### config.mk
export PLATFORM = sky130hd
export DESIGN_NAME = mm_iddmm_arb
export DESIGN_NICKNAME = d
export VERILOG_FILES = /design/src/rtl/mm_iddmm_arb.sv
export SDC_FILE = /design/constraint.sdc
export NUM_CORES = 1
export LEC_CHECK = 0
export CAP_MARGIN = 20
export CELL_PAD_IN_SITES_DETAIL_PLACEMENT = 0
export CELL_PAD_IN_SITES_GLOBAL_PLACEMENT = 1
export CORE_AREA = 2 2 266 268
export DETAILED_ROUTE_END_ITERATION = 12
export DIE_AREA = 0 0 268 270
export PLACE_DENSITY_LB_ADDON = 0.15
export SLEW_MARGIN = 0
export SYNTH_ARGS = -nofsm -noshare
export SYNTH_HDL_FRONTEND = slang
export SYNTH_SLANG_ARGS = --single-unit
export TNS_END_PERCENT = 10
### constraint.sdc
create_clock -name clk -period 1.88 [get_ports clk]
set_input_delay 0.376 -clock clk [delete_from_list [all_inputs] [get_ports clk]]
set_output_delay 0.376 -clock clk [all_outputs]
set_load 0.01 [all_outputs]
### src/rtl/mm_iddmm_arb.sv
// mm_iddmm_arb: two-requester round-robin arbiter in front of a shared IDDMM core.
//
// Ports
//   clk, rst_n          clock, synchronous active-low reset
//   req[1:0]            per-requester request for the core
//   gnt[1:0]            one-hot grant, high from LOAD through DONE
//   go[1:0]             per-requester "operands loaded, start task"
//   s_wr_ena/addr/data  packed per-requester operand write ports
//                       (addr: AW bits per requester, data: {m1,m,y,x} 4N bits per requester)
//   m_wr_*              core operand write port, mirrors the owner's slice in LOAD
//   m_task_req          core task request level, high in RUN
//   m_task_end          core task completion pulse
//   m_res_val, m_res    core result strobe and data
//   res_q               last captured result
//   done[1:0], err[1:0] one-cycle completion / timeout pulses to the owner
//
// Build option: define MM_ARB_TIMEOUT_EN to build a RUN-state watchdog that
// gives up after TIMEOUT cycles and reports err together with done.
module mm_iddmm_arb #(
    parameter int K       = 128,
    parameter int N       = 32,
    parameter int AW      = 7,
    parameter int TIMEOUT = 65535
) (
    input  logic              clk,
    input  logic              rst_n,
    input  logic [1:0]        req,
    output logic [1:0]        gnt,
    input  logic [1:0]        go,
    input  logic [1:0]        s_wr_ena,
    input  logic [2*AW-1:0]   s_wr_addr,
    input  logic [8*N-1:0]    s_wr_data,
    output logic              m_wr_ena,
    output logic [AW-1:0]     m_wr_addr,
    output logic [N-1:0]      m_wr_x,
    output logic [N-1:0]      m_wr_y,
    output logic [N-1:0]      m_wr_m,
    output logic [N-1:0]      m_wr_m1,
    output logic              m_task_req,
    input  logic              m_task_end,
    input  logic              m_res_val,
    input  logic [K-1:0]      m_res,
    output logic [K-1:0]      res_q,
    output logic [1:0]        done,
    output logic [1:0]        err
);

    typedef enum logic [1:0] {IDLE, LOAD, RUN, DONE} state_t;

    state_t      state, state_d;
    logic        owner, owner_d;
    logic        last;              // last-served requester
    logic        timeout_hit;
    logic [4*N-1:0] own_data;

`ifdef MM_ARB_TIMEOUT_EN
    logic [31:0] wd_cnt;
    logic        tmo;               // DONE was entered through the watchdog

    // wd_cnt holds the number of completed RUN cycles, so the hit fires
    // during the TIMEOUT-th RUN cycle and DONE follows on the next edge.
    assign timeout_hit = (state == RUN) && (wd_cnt == 32'(TIMEOUT - 1));

    always_ff @(posedge clk) begin
        if (!rst_n) begin
            wd_cnt <= '0;
            tmo    <= 1'b0;
        end else begin
            if (state == RUN) begin
                wd_cnt <= wd_cnt + 32'd1;
                tmo    <= timeout_hit && !m_task_end;
            end else begin
                wd_cnt <= '0;
            end
        end
    end
`else
    logic unused_timeout;
    assign unused_timeout = |32'(TIMEOUT);
    assign timeout_hit    = 1'b0;
`endif

    always_ff @(posedge clk) begin
        if (!rst_n) begin
            state <= IDLE;
            owner <= 1'b0;
            last  <= 1'b1;
            res_q <= '0;
        end else begin
            state <= state_d;
            owner <= owner_d;
            if (state == DONE)
                last <= owner;
            if (state == RUN && m_res_val)
                res_q <= m_res;
        end
    end

    assign own_data = owner ? s_wr_data[4*N +: 4*N] : s_wr_data[0 +: 4*N];

    always_comb begin
        state_d    = state;
        owner_d    = owner;
        gnt        = '0;
        done       = '0;
        err        = '0;
        m_task_req = 1'b0;
        m_wr_ena   = 1'b0;
        m_wr_addr  = '0;
        m_wr_x     = '0;
        m_wr_y     = '0;
        m_wr_m     = '0;
        m_wr_m1    = '0;

        if (state != IDLE)
            gnt = owner ? 2'b10 : 2'b01;

        case (state)
            IDLE: begin
                if (|req) begin
                    state_d = LOAD;
                    // On a tie the requester not served last wins.
                    owner_d = (req == 2'b11) ? ~last : req[1];
                end
            end
            LOAD: begin
                m_wr_ena  = s_wr_ena[owner];
                m_wr_addr = owner ? s_wr_addr[AW +: AW] : s_wr_addr[0 +: AW];
                m_wr_x    = own_data[0   +: N];
                m_wr_y    = own_data[N   +: N];
                m_wr_m    = own_data[2*N +: N];
                m_wr_m1   = own_data[3*N +: N];
                if (go[owner])
                    state_d = RUN;
                else if (!req[owner])
                    state_d = IDLE;
            end
            RUN: begin
                m_task_req = 1'b1;
                if (m_task_end || timeout_hit)
                    state_d = DONE;
            end
            DONE: begin
                done    = owner ? 2'b10 : 2'b01;
`ifdef MM_ARB_TIMEOUT_EN
                if (tmo)
                    err = owner ? 2'b10 : 2'b01;
`endif
                state_d = IDLE;
            end
            default: state_d = IDLE;
        endcase
    end

endmodule
-- Word-level counts from Yosys, hierarchy flattened
Index checks and enable logic that the tools add are counted.
- reductions and logical operators: 6
- eq/ne operators: 7
- mux-type cells: 24
- bitwise gates (word level): 1
- $lt $le $gt $ge: 1
- operator list (kind ; number):
    $mux 128 ; 1
    $mux 32 ; 4
    $mux 2 ; 7
    $mux 7 ; 2
    $mux 1 ; 9
    $pmux 2 s4 ; 1
    $eq 2x2->1 const B ; 3
    $ne 2x2->1 const B ; 2
    $ne 3x3->1 const B ; 1
    $reduce_and 3->1 ; 1
    $eq 2x1->1 const B ; 1
    $logic_not 2->1 ; 1
    $lt 1x2->1 const B ; 1
    $reduce_and 2->1 ; 1
    $reduce_bool 2->1 ; 1
    $reduce_or 2->1 ; 1
    $logic_and 1x1->1 ; 1
    $not 1->1 ; 1
- word-level logic and storage cells: 43
- register bits: 132
- bits of input ports: 408

-- Logic depth before layout (Yosys ltp)
Gate-level depths: netlist of run 1.
- depth in word-level cells: 5
- depth in mapped cells: 6
- depth with buffers taken out: 3

-- Least setup slack after synthesis of run 1
No wires, ideal clock.
- path kind: reg2out
- from: register owner
- to: output m_wr_m1[21]
- cell stages (with the launch flop): 6
- arrival time: 1092 ps
- setup slack: 412 ps
- path buffers: 3
- path through: dfxtp_1 -> buf_2 -> buf_2 -> buf_4 -> mux2i_1 -> nor2_1
- longest elaborated chain between the ends: 2
- RTL lines (what ; RTL line ; RTL):
    from (decl) ; 51 ; logic owner, owner_d;
    from (signal assigned) ; 91 ; owner <= owner_d;
    $mux 128 ; 99 ; assign own_data = owner ? s_wr_data[4*N +: 4*N] : s_wr_data[0 +: 4*N];
    $mux 32 ; 118 ; case (state)
    to (decl) ; 38 ; output logic [N-1:0] m_wr_m1,
No other way between the ends.

-- Final worst setup path of run 1
- from: register owner
- to: output m_wr_m[20]
- longest elaborated chain between the ends: 2
- RTL lines (what ; RTL line ; RTL):
    $mux 128 ; 99 ;
    $mux 32 ; 118 ;
    to (decl) ; 37 ; output logic [N-1:0] m_wr_m,
No other way between the ends.

==> results.md, run 1 <==
- Clock sink count: 132
- Total grt overflow: 0
- Die footprint: 0.0724 mm^2
- TritonCTS clock tree: built
- Fillers: 7,653
- Vias after detailed routing: 8,980
- Initial Utilization: 10.9%
- Post-Syn Area per Cell: 8.47 um^2
- Final Max Tran Viols: 0
- Worst skew pair latency: 0.45 ns
- Worst EP arrival: 1.77 ns
- Commonest non-fill, non-tap cell in the layout: clkdlybuf4s50_1
- Clock root buffer: clkbuf_16
- CP startpoint kind: flop
- Fmax: 466 MHz
- Total CTS buffers: 17
- Die W: 268 um
- Post-detailed-route count of antenna-violating nets: 0
- H-Tree Level Count: 4
- P_leak: 6.12 nW
- Number of DRC markers in iteration 0: 214
- CTS Buffer Depth: 2
- I/O pins: 679
- Endpoint type of the worst setup path: output port
- Failing checks: setup timing
- Final setup margin: -0.267 ns
- Synthesized flop and latch total: 132
- Rows: 97
- Remaining DRCs: 0
- Drt via density: 3.48
- CP required: 1.50 ns
- Port bufs: 676
- Seq/Total Area, Yosys: 34.9%
- Total chip power: 0.00960 W
- Tmin final: 2.15 ns
- Ys Warns: 0
- Drt first pass iters: 4
- Fin nets: 2,029
- Final Hold Viols: 0
- RSZ-0062 raised after global routing: yes
- Setup violators final: 138
- Maximum capacitance violations: 0
- RD Place Congestion: 0.777
- Antenna violations before repair: 22
- Critical path class: flop to output port
- Die Height: 270 um
- Wire length per cell: 19.6 um
- Outcome: finished, violations left
- Ratio of cells with drive above 1 in the final layout: 25.9%
- Synthesized cell area: 0.00757 mm^2
- Clk_skew: 0.00798 ns
- Reg clk slew, reported paths: 0.07 ns
- Pwr dens: 568 mW/mm^2
- Most frequent cells in the layout: clkdlybuf4s50_1, nand2_1, dfxtp_1
- Gr usage total: 13.5%
- First-pass GRT wire length: 69,200 um
- Core ar.: 0.0695 mm^2
- Max VDD drop: 411 uV
- Hold Slack: 0.321 ns
- CP Max Fanout: 8
- Cells after Synth: 894
- HP Class: input pin to flop
- Area grow syn2layout: 123%
- Vias in the first global route: 9,353
- Wirelength, routed: 50,500 um
- DPL Wire Length: 41,300 um
- Post-synth cell types: 25
- Fin crit share: 114%
- Largest net degree at the start of global routing: 44
-- power by group --
group	internal (W)	leakage [nW]	switching [W]	total (W)
Clock	0.00201	0.279	0.00147	0.00348
Combinational	0.00190	4.77	0.00131	0.00322
Sequential	0.00287	1.07	0.0000372	0.00290
Total	0.00678	6.12	0.00282	0.00960
-- sequential cells by signal, indices dropped and copies added (netlist names), named ones only --
register  cells
res_q       128
last          1
owner         1
state         1
-- stage by stage --
| step | cell area (um^2) | setup WS, ns | setup TNS [ns] | cells | util, % |
|---|---|---|---|---|---|
| floorplan | 7580 | 0.412 | 0 | 895 | - |
| global placement | 15900 | -0.531 | -12.95 | 2507 | 22.8 |
| detailed placement | 15900 | -0.482 | -12.51 | 2507 | 22.8 |
| CTS | 16800 | -0.340 | -30.77 | 2572 | 24.1 |
| global route | 16900 | -0.362 | -36.01 | 2578 | 24.3 |
| finish | 16900 | -0.267 | -22.26 | 2580 | 24.3 |
-- kinds of logic after synthesis --
kind of cell           Yosys count  synth area share (%)
buffers and inverters           79                  7.90
and+or+nand+nor                409                  20.6
other                            1                0.0495
AOI/OAI and AO/OA              136                  18.4
muxes                          137                  18.1
DFF                            132                  34.9
-- routing by layer --
layer	vias to the layer above	track usage, %	share of wire (%)	wire length (um)
met5	-	0	0.15	74
met4	12	3.40	1.5	775
met3	60	6.24	10	5290
met2	383	26.0	54	27500
met1	4120	12.5	33	16900
li1	4405	-	-	-
-- final timing paths --
path	start	to	slack (ns)	depth (start not counted)
hold reg to reg	res_q[74]	res_q[74]	0.45	2
setup reg to reg	state[0]	res_q[76]	0.34	6
setup / recovery	owner	m_wr_m[20]	-0.27	6
hold / removal	rst_n	last	0.32	2
-- area by class of cell --
| cell class | count | area [um^2] | area share (%) |
|---|---|---|---|
| clock inverter | 13 | 150 | 0.888 |
| tap | 940 | 1180 | 6.96 |
| multi-input combinational | 684 | 4680 | 27.7 |
| sequential | 132 | 2650 | 15.7 |
| inverter | 2 | 7.51 | 0.0444 |
| clock buffer | 19 | 443 | 2.62 |
| timing repair buffer | 784 | 7780 | 46.1 |
| antenna | 6 | 15.0 | 0.0888 |
-- worst max-delay path: stages (launching register included) --
cell and delay [ns]:
dfxtp_4 0.39, buf_12 0.16, buf_12 0.15, mux2i_4 0.27
nor2_2 0.07, buf_4 0.14, buf_12 0.12
-- Yosys cell counts --
cell | count | area [um^2]
dfxtp_1 | 132 | 2640
nor2_1 | 143 | 537
a21boi_1 | 20 | 150
buf_12 | 11 | 220
o211a_1 | 1 | 10.0
buf_4 | 13 | 97.6
conb_1 | 1 | 3.75
buf_6 | 4 | 45.0
nand3b_1 | 1 | 7.51
nand4bb_1 | 1 | 11.3
a221oi_1 | 1 | 8.76
o21a_1 | 3 | 22.5
buf_2 | 35 | 175
nand2b_1 | 1 | 6.26
mux2i_1 | 137 | 1370
nor2b_1 | 1 | 6.26
a21boi_2 | 100 | 1130
o221ai_1 | 1 | 8.76
clkbuf_1 | 14 | 52.6
a21oi_1 | 2 | 10.0
a21boi_0 | 8 | 60.1
and3b_2 | 1 | 10.0
and3_1 | 2 | 12.5
nand2_1 | 259 | 972
inv_1 | 2 | 7.51
-- what timing repair did --
action                     4_1_cts  5_1_grt
pin swaps                        9       12
hold endpoints to repair         0        0
hold buffers                     0        0
setup endpoints to repair      141      143
cloned                           7        0
resized for setup              630       34
buffers inserted                34        3
No activity file was read; power rests on OpenSTA's default activity.
==> run 2: changes to the inputs <==
--- a/config.mk
+++ b/config.mk
@@ -8,9 +8,9 @@
 export CAP_MARGIN = 20
 export CELL_PAD_IN_SITES_DETAIL_PLACEMENT = 0
 export CELL_PAD_IN_SITES_GLOBAL_PLACEMENT = 1
-export CORE_AREA = 2 2 266 268
+export CORE_AREA = 5 5 262 264
 export DETAILED_ROUTE_END_ITERATION = 12
-export DIE_AREA = 0 0 268 270
+export DIE_AREA = 0 0 267 269
 export PLACE_DENSITY_LB_ADDON = 0.15
 export SLEW_MARGIN = 0
 export SYNTH_ARGS = -nofsm -noshare
==> results.md, run 2 (same netlist as run 1, synthesis figures left out) <==
- Core ar.: 0.0663 mm^2
- Post-Route Setup TNS: -17.97 ns
- Total CTS buffers: 17
- Post-detailed-route count of antenna-violating nets: 0
- Vias after detailed routing: 8,908
- Ratio of cells with drive above 1 in the final layout: 25.4%
- Placed insts: 2,430
- Hold Path Sink: res_q[84]
- Die footprint: 0.0718 mm^2
- Reg2Reg Setup Slack: 0.30 ns
- H-Tree Level Count: 4
- Commonest non-fill, non-tap cell in the layout: clkdlybuf4s50_1
- Total chip power: 0.00982 W
- Max VDD drop: 542 uV
- Final core occ: 25.1%
- P_leak: 5.99 nW
- Wirelength, routed: 51,400 um
- Wire length per cell: 20.5 um
- Final setup margin: -0.284 ns
- Endpoint type of the worst setup path: output port
- R2R Path End: res_q[88]
- Drt first pass iters: 4
- Setup WS pre-CTS: -0.427 ns
- TritonCTS clock tree: built
- Post-Layout Cell Count: 2,502
- CTS Buffer Depth: 2
- Gr usage total: 13.4%
- DPL Wire Length: 42,600 um
- Most frequent cells in the layout: clkdlybuf4s50_1, nand2_1, nor2_1, dfxtp_1, mux2i_1
- CP startpoint kind: flop
- Pwr dens: 590 mW/mm^2
- Tmin final: 2.16 ns
- I/O pins: 679
- Fin crit share: 115%
- Remaining DRCs: 0
- Area grow syn2layout: 120%
- Die Height: 269 um
- Worst Reg-to-Reg Cells: 6
- Clock sink count: 132
- Maximum capacitance violations: 0
- Largest reg by FF count: res_q
- HP Class: input pin to flop
- Setup violators final: 136
- Total grt overflow: 0
- Critical R2R Launch: state[0]
- Number of DRC markers in iteration 0: 245
- Rows: 95
- Fmax: 462 MHz
- Largest register FFs: 128
- Final Max Tran Viols: 0
- Failing checks: setup timing
- Worst EP arrival: 1.79 ns
- Largest net degree at the start of global routing: 83
- Hold Startpoint: rst_n
- Drt via density: 3.56
- CP required: 1.50 ns
- Outcome: finished, violations left
- Vias in the first global route: 9,242
- Fillers: 7,243
- RSZ-0062 raised after global routing: yes
- Antenna violations before repair: 25
- Port bufs: 676
- Die W: 267 um
- Final Hold Viols: 0
- Fin nets: 2,010
- Critical path class: flop to output port
- Clk_skew: 0.0110 ns
- Worst skew pair latency: 0.44 ns
- Hold Path Depth: 3
- CP Max Fanout: 6
- Reg clk slew, reported paths: 0.06 ns
- Clock root buffer: clkbuf_16
- Initial Utilization: 11.4%
- Slew @ Worst Pin: 0.546 ns
- Slew Limit Headroom: 63.6%
- First-pass GRT wire length: 69,100 um
- RD Place Congestion: 0.783
run 2: per-stage QoR:
stage	cell area, um^2	hold WS (ns)
final	16600	0.436
after global routing	16600	0.441
after CTS	16500	0.426
after detailed placement	15600	0.446
after global placement	15600	0.439
after floorplan	7580	0.437
run 2: power by group:
part	leakage, nW	internal [W]	switching (W)	total (W)
logic	4.61	0.00185	0.00129	0.00315
registers	1.07	0.00287	0.0000387	0.00291
clock network	0.314	0.00239	0.00138	0.00377
run 2: repair_timing:
item                                   4_1_cts  5_1_grt
gates resized for setup                    594       70
gates cloned                                 6        1
pin swaps                                    1        7
endpoints found under the hold margin        0        0
buffers inserted                            19       11
hold buffers                                 0        0
setup endpoints to repair                  141      139
run 2: cell type report:
type	instances	area, um^2	area share, %
inverters	2	7.51	0.0451
well taps	873	1090	6.57
diodes	15	37.5	0.226
clock inverters	12	203	1.22
repair buffers	765	7470	44.9
clock buffers	19	443	2.66
flip-flops and latches	132	2650	15.9
multi-input cells	684	4730	28.4
run 2: worst max path at each step:
stage,startpoint,end,slack (ns),cells past startpoint
after CTS,owner,m_wr_m[12],-0.38,7
after global placement,s_wr_data[219],m_wr_m[27],-0.42,5
after global routing,owner,m_wr_x[24],-0.37,8
after floorplan,owner,m_wr_m1[21],0.41,5
final,owner,m_wr_x[24],-0.28,8
after detailed placement,s_wr_data[217],m_wr_m[25],-0.43,5
run 2: worst max-delay path, stage by stage (launching register included):
cell     delay, ns
dfxtp_4       0.36
buf_8         0.14
buf_12        0.13
buf_6         0.11
buf_6         0.12
buf_6         0.11
mux2i_1       0.10
nor2_1        0.11
buf_4         0.16
run 2: metal layers:
| layer | track usage (%) | vias up | part of all wire (%) |
|---|---|---|---|
| met4 | 5.11 | 12 | 3.1 |
| li1 | - | 4371 | - |
| met2 | 24.6 | 394 | 53 |
| met1 | 12.5 | 4072 | 33 |
| met3 | 7.49 | 59 | 11 |
| met5 | 0 | - | 0.18 |
==> variant 1 (flow settings as in run 1) <==
`K`: 128 -> 64.
--- a/src/rtl/mm_iddmm_arb.sv
+++ b/src/rtl/mm_iddmm_arb.sv
@@ -17,7 +17,7 @@
 // Build option: define MM_ARB_TIMEOUT_EN to build a RUN-state watchdog that
 // gives up after TIMEOUT cycles and reports err together with done.
 module mm_iddmm_arb #(
-    parameter int K       = 128,
+    parameter int K       = 64,
     parameter int N       = 32,
     parameter int AW      = 7,
     parameter int TIMEOUT = 65535
Ports: changed (resized m_res and res_q); port bits go from 679 to 551. The function was not compared with the original's and may differ.
==> variant 1 against run 1 <==
The flow still finishes with violations (negative setup slack). Synthesized area is 34% lower. Clock skew is 0.0060 ns higher. Critical path depth is 1 higher. Sequential power is 48% lower. Combinational power is 18% lower. Cell area is 27% lower. Sequential share of layout area is 4.5 points lower. First-iteration DRC count is 31% lower. Setup slack better by 0.034 ns. Sequential cell count is 64 lower. Routed wire length is 23% lower. Power is 40% lower. Critical path type unchanged. Highest routed layer unchanged.
==> variant 1: results (changes against run 1) <==
layout cell share with drive strength beyond 1: 26.8% (+0.96 points)
placed cell area: 11800 sq um (-26%)
met2 WL: 21800 um (-21%)
Logic power comb: 2640 uW (-18%)
cell-internal power: 3920 uW (-42%)
gpl congestion: 0.761 (-2.0%)
Non-clock buffer share: 49.5% (+3.5 points)
initial antenna violation count: 21 (-4.5%)
largest net degree at the start of global routing: 69 (+57%)
GRT Util Overall: 10.4% (-3.1 points)
post-CTS setup buffers: 19 (-44%)
setup violators final: 118 (-14%)
dpl ws: -0.394 ns (+0.0882 ns)
reg2reg setup slack: 0.42 ns (+0.08 ns)
run status: finished, violations left
Crit Path Max Fanout: 6 (-2)
Setup crit end: m_wr_m[14]
Iter 0 DRT Violations: 147 (-31%)
fraction of standard cell area in multi-input logic: 27.4% (-0.32 points)
combinational power share: 45.7% (+12 points)
CTS Sinks: 68 (-48%)
GR Util met2: 20.9% (-5.2 points)
post_cts resized: 539 (-14%)
Placed Cells: 2093 (-17%)
HP Start: res_q[6]
dpl hpwl: 32000 um (-22%)
Reg area: 1370 sq um (-48%)
vias in the first global route: 6795 (-27%)
vias post-DR: 6538 (-27%)
R2R Path Start: owner
post-route setup TNS: -11.91 ns (+10.35 ns)
post-route setup slack: -0.233 ns (+0.0335 ns)
clock-cell share of area: 2.17% (-1.3 points)
failing checks: negative setup slack
drt wl/cell: 17.9 um (-8.3%)
comb_multi_in: 492 (-28%)
area of the multi-input gates: 3360 sq um (-28%)
Hold EP: res_q[6]
Leakage: 0.00449 uW (-27%)
PortBufs: 548 (-19%)
Avg Cell Area, Syn: 8.08 sq um (-4.7%)
reg-to-reg endpoint: state[0]
CP peak stage delay: 0.37 ns (-0.02 ns)
Max VDD drop: 0.000390 V (-5.0%)
Worst Skew: 0.0139 ns (+0.00595 ns)
Worst R2R Path Depth: 7 (+1)
wire length on met3: 3960 um (-25%)
Antenna Diode Count: 7 (+1)
first-pass GRT wire length: 52800 um (-24%)
==> variant 1: changes by cell type in the layout (fill, tap and decap cells not counted), sizes merged, moves of 2 or more <==
cell / change
dlygate4sd2: +5
clkdlybuf4s15: +3
bufinv: -2
inv: -3
a21boi: -64
nand2: -128
dfxtp: -64
buf: -35
clkdlybuf4s50: -126
dlymetal6s2s: -2
clkbuf: -9
==> variant 1: critical path, delay by kind of cell, from the launching register on <==
kind                   cells  cell delay, ns
buffers and inverters      5            0.71
DFF                        1            0.37
and+or+nand+nor            1            0.16
muxes                      1            0.12
==> variant 1: cells by family (layout without fill, tap and decap cells) <==
kind of cell / Yosys count / after routing / share of synthesized area [%]
AOI/OAI and AO/OA: 72 / 72 / 15.4
DFF: 68 / 68 / 27.3
and+or+nand+nor: 281 / 281 / 21.7
other: 1 / 9 / 0.0753
muxes: 137 / 137 / 27.5
buffers and inverters: 58 / 647 / 7.99
==> variant 2 (config.mk and constraints of run 1) <==
Without the edit above. Encoding of `state_t`: now one-hot (4 bits for 4 states).
--- a/src/rtl/mm_iddmm_arb.sv
+++ b/src/rtl/mm_iddmm_arb.sv
@@ -45,7 +45,7 @@
     output logic [1:0]        err
 );
 
-    typedef enum logic [1:0] {IDLE, LOAD, RUN, DONE} state_t;
+    typedef enum logic [3:0] {IDLE = 4'b0001, LOAD = 4'b0010, RUN = 4'b0100, DONE = 4'b1000} state_t;
 
     state_t      state, state_d;
     logic        owner, owner_d;
Formal check against the unedited RTL: same outputs for any inputs over 4 cycles, from zero or initial values and one cycle with rst_n low; so few cycles prove little.
==> variant 2 against run 1 <==
The flow still finishes with violations (negative setup slack). Routed wire length rose by 9.8%. Synthesized area fell by 6.2%. Clock power rose by 1%. Worst hold slack improved by 0.019 ns. First-iteration DRC count rose by 60%. Sequential cell count rose by 2. Setup slack got worse by 0.24 ns. Highest routed layer unchanged. Critical path type unchanged. Power rose by 3.6%. Core utilization fell by 0.91 points. Cell area fell by 3.7%.
==> variant 2: results (changes against run 1) <==
R2R Path Start: state[3]
initial antenna violation count: 48 (+120%)
Iter 0 DRT Violations: 343 (+60%)
WP data arrival: 2.01 ns (+0.24 ns)
CP startpoint: state[2]
CTS H-Tree Depth: 4 (unchanged)
Hold WS: 0.340 ns (+0.0190 ns)
Leakage: 0.00578 uW (-5.5%)
first-pass GRT wire length: 73500 um (+6.1%)
Synth area leaders: dfxtp_1 (38%), mux2i_1 (20%), nand2_1 (14%), a21boi_1 (13%), nor2_1 (7.4%)
comb_multi_in: 689 (+0.73%)
Placed Cells: 2503 (-0.16%)
Compound-Gate Fraction of Synth Area: 14.3% (-4.1 points)
Nets: 2004 (-1.2%)
CP peak stage delay: 0.62 ns (+0.23 ns)
post-route setup slack: -0.506 ns (-0.239 ns)
fraction of standard cell area in multi-input logic: 27.7% (+0.030 points)
GRT Util Overall: 14.6% (+1.2 points)
most frequent cells after synthesis: nand2_1 (260), nor2_1 (140), mux2i_1 (139), dfxtp_1 (134), a21boi_1 (120)
drt wl/cell: 21.5 um (+9.9%)
post-route setup TNS: -85.51 ns (-63.25 ns)
clock-cell share of area: 3.68% (+0.17 points)
met3 Use GR: 6.37% (+0.14 points)
GR Util met2: 27.0% (+0.93 points)
run status: finished, violations left
vias in the first global route: 9367 (+0.15%)
vias per cell: 3.52 (+1.2%)
synthesized flop and latch total: 134 (+1.5%)
Filler Cells Inserted: 7722 (+0.90%)
gpl congestion: 0.850 (+9.4%)
register area share after synthesis: 37.8% (+2.9 points)
Worst R2R Path Depth: 9 (+3)
dpl hpwl: 45000 um (+9.1%)
mux cell area share after synthesis: 19.6% (+1.5 points)
non-clock buffer total of the final layout: 753 (-4.0%)
layout cell share with drive strength beyond 1: 21.9% (-3.9 points)
met2 WL: 29900 um (+8.9%)
Worst path slowest cell: or4b_4
Worst Skew: 0.0130 ns (+0.00499 ns)
dpl ws: -0.472 ns (+0.00956 ns)
Max VDD drop: 0.000428 V (+4.2%)
Non-clock buffer share: 44.4% (-1.7 points)
setup violators final: 269 (+95%)
wire length on met1: 18400 um (+8.5%)
met1 usage: 13.7% (+1.2 points)
post-CTS setup buffers: 4 (-88%)
Antenna Diode Count: 29 (+23)
failing checks: negative setup slack
Crit Path Max Fanout: 7 (-1)
Setup crit end: m_wr_m1[4]
Synth cell types: 27 (+8.0%)
reg2reg setup slack: -0.25 ns (-0.59 ns)
largest net degree at the start of global routing: 55 (+25%)
reg-to-reg endpoint: res_q[43]
## variant 2: changes by cell type after synthesis, moves of 3 or more
cell | before | now
a21boi_1 | 20 | 120
a21boi_2 | 100 | 0
clkbuf_1 | 14 | 49
buf_2 | 35 | 4
buf_12 | 11 | 0
buf_4 | 13 | 3
buf_6 | 4 | 13
buf_1 | 0 | 7
and2_1 | 0 | 3
nor2_1 | 143 | 140
o21a_1 | 3 | 0
## variant 2: per-stage QoR
step           power, uW  cell area [sq um]
2_1_floorplan       4090               7110
3_3_place_gp        6180              15300
3_5_place_dp        6140              15300
4_1_cts             9860              15900
5_1_grt            10500              16200
6_report            9950              16300
## variant 2: worst register-to-register path, delay by kind of cell (launching register included)
family / cells / cell delay [ns]
buffers and inverters: 5 / 0.71
DFF: 1 / 0.32
AOI/OAI and AO/OA: 1 / 0.12
and+or+nand+nor: 3 / 0.92
## variant 2: where the power goes
part           switching, uW  total (uW)  internal, uW
clock network           1410        3520          2110
registers               28.8        2900          2870
logic                   1590        3530          1940
total                   3020        9950          6920
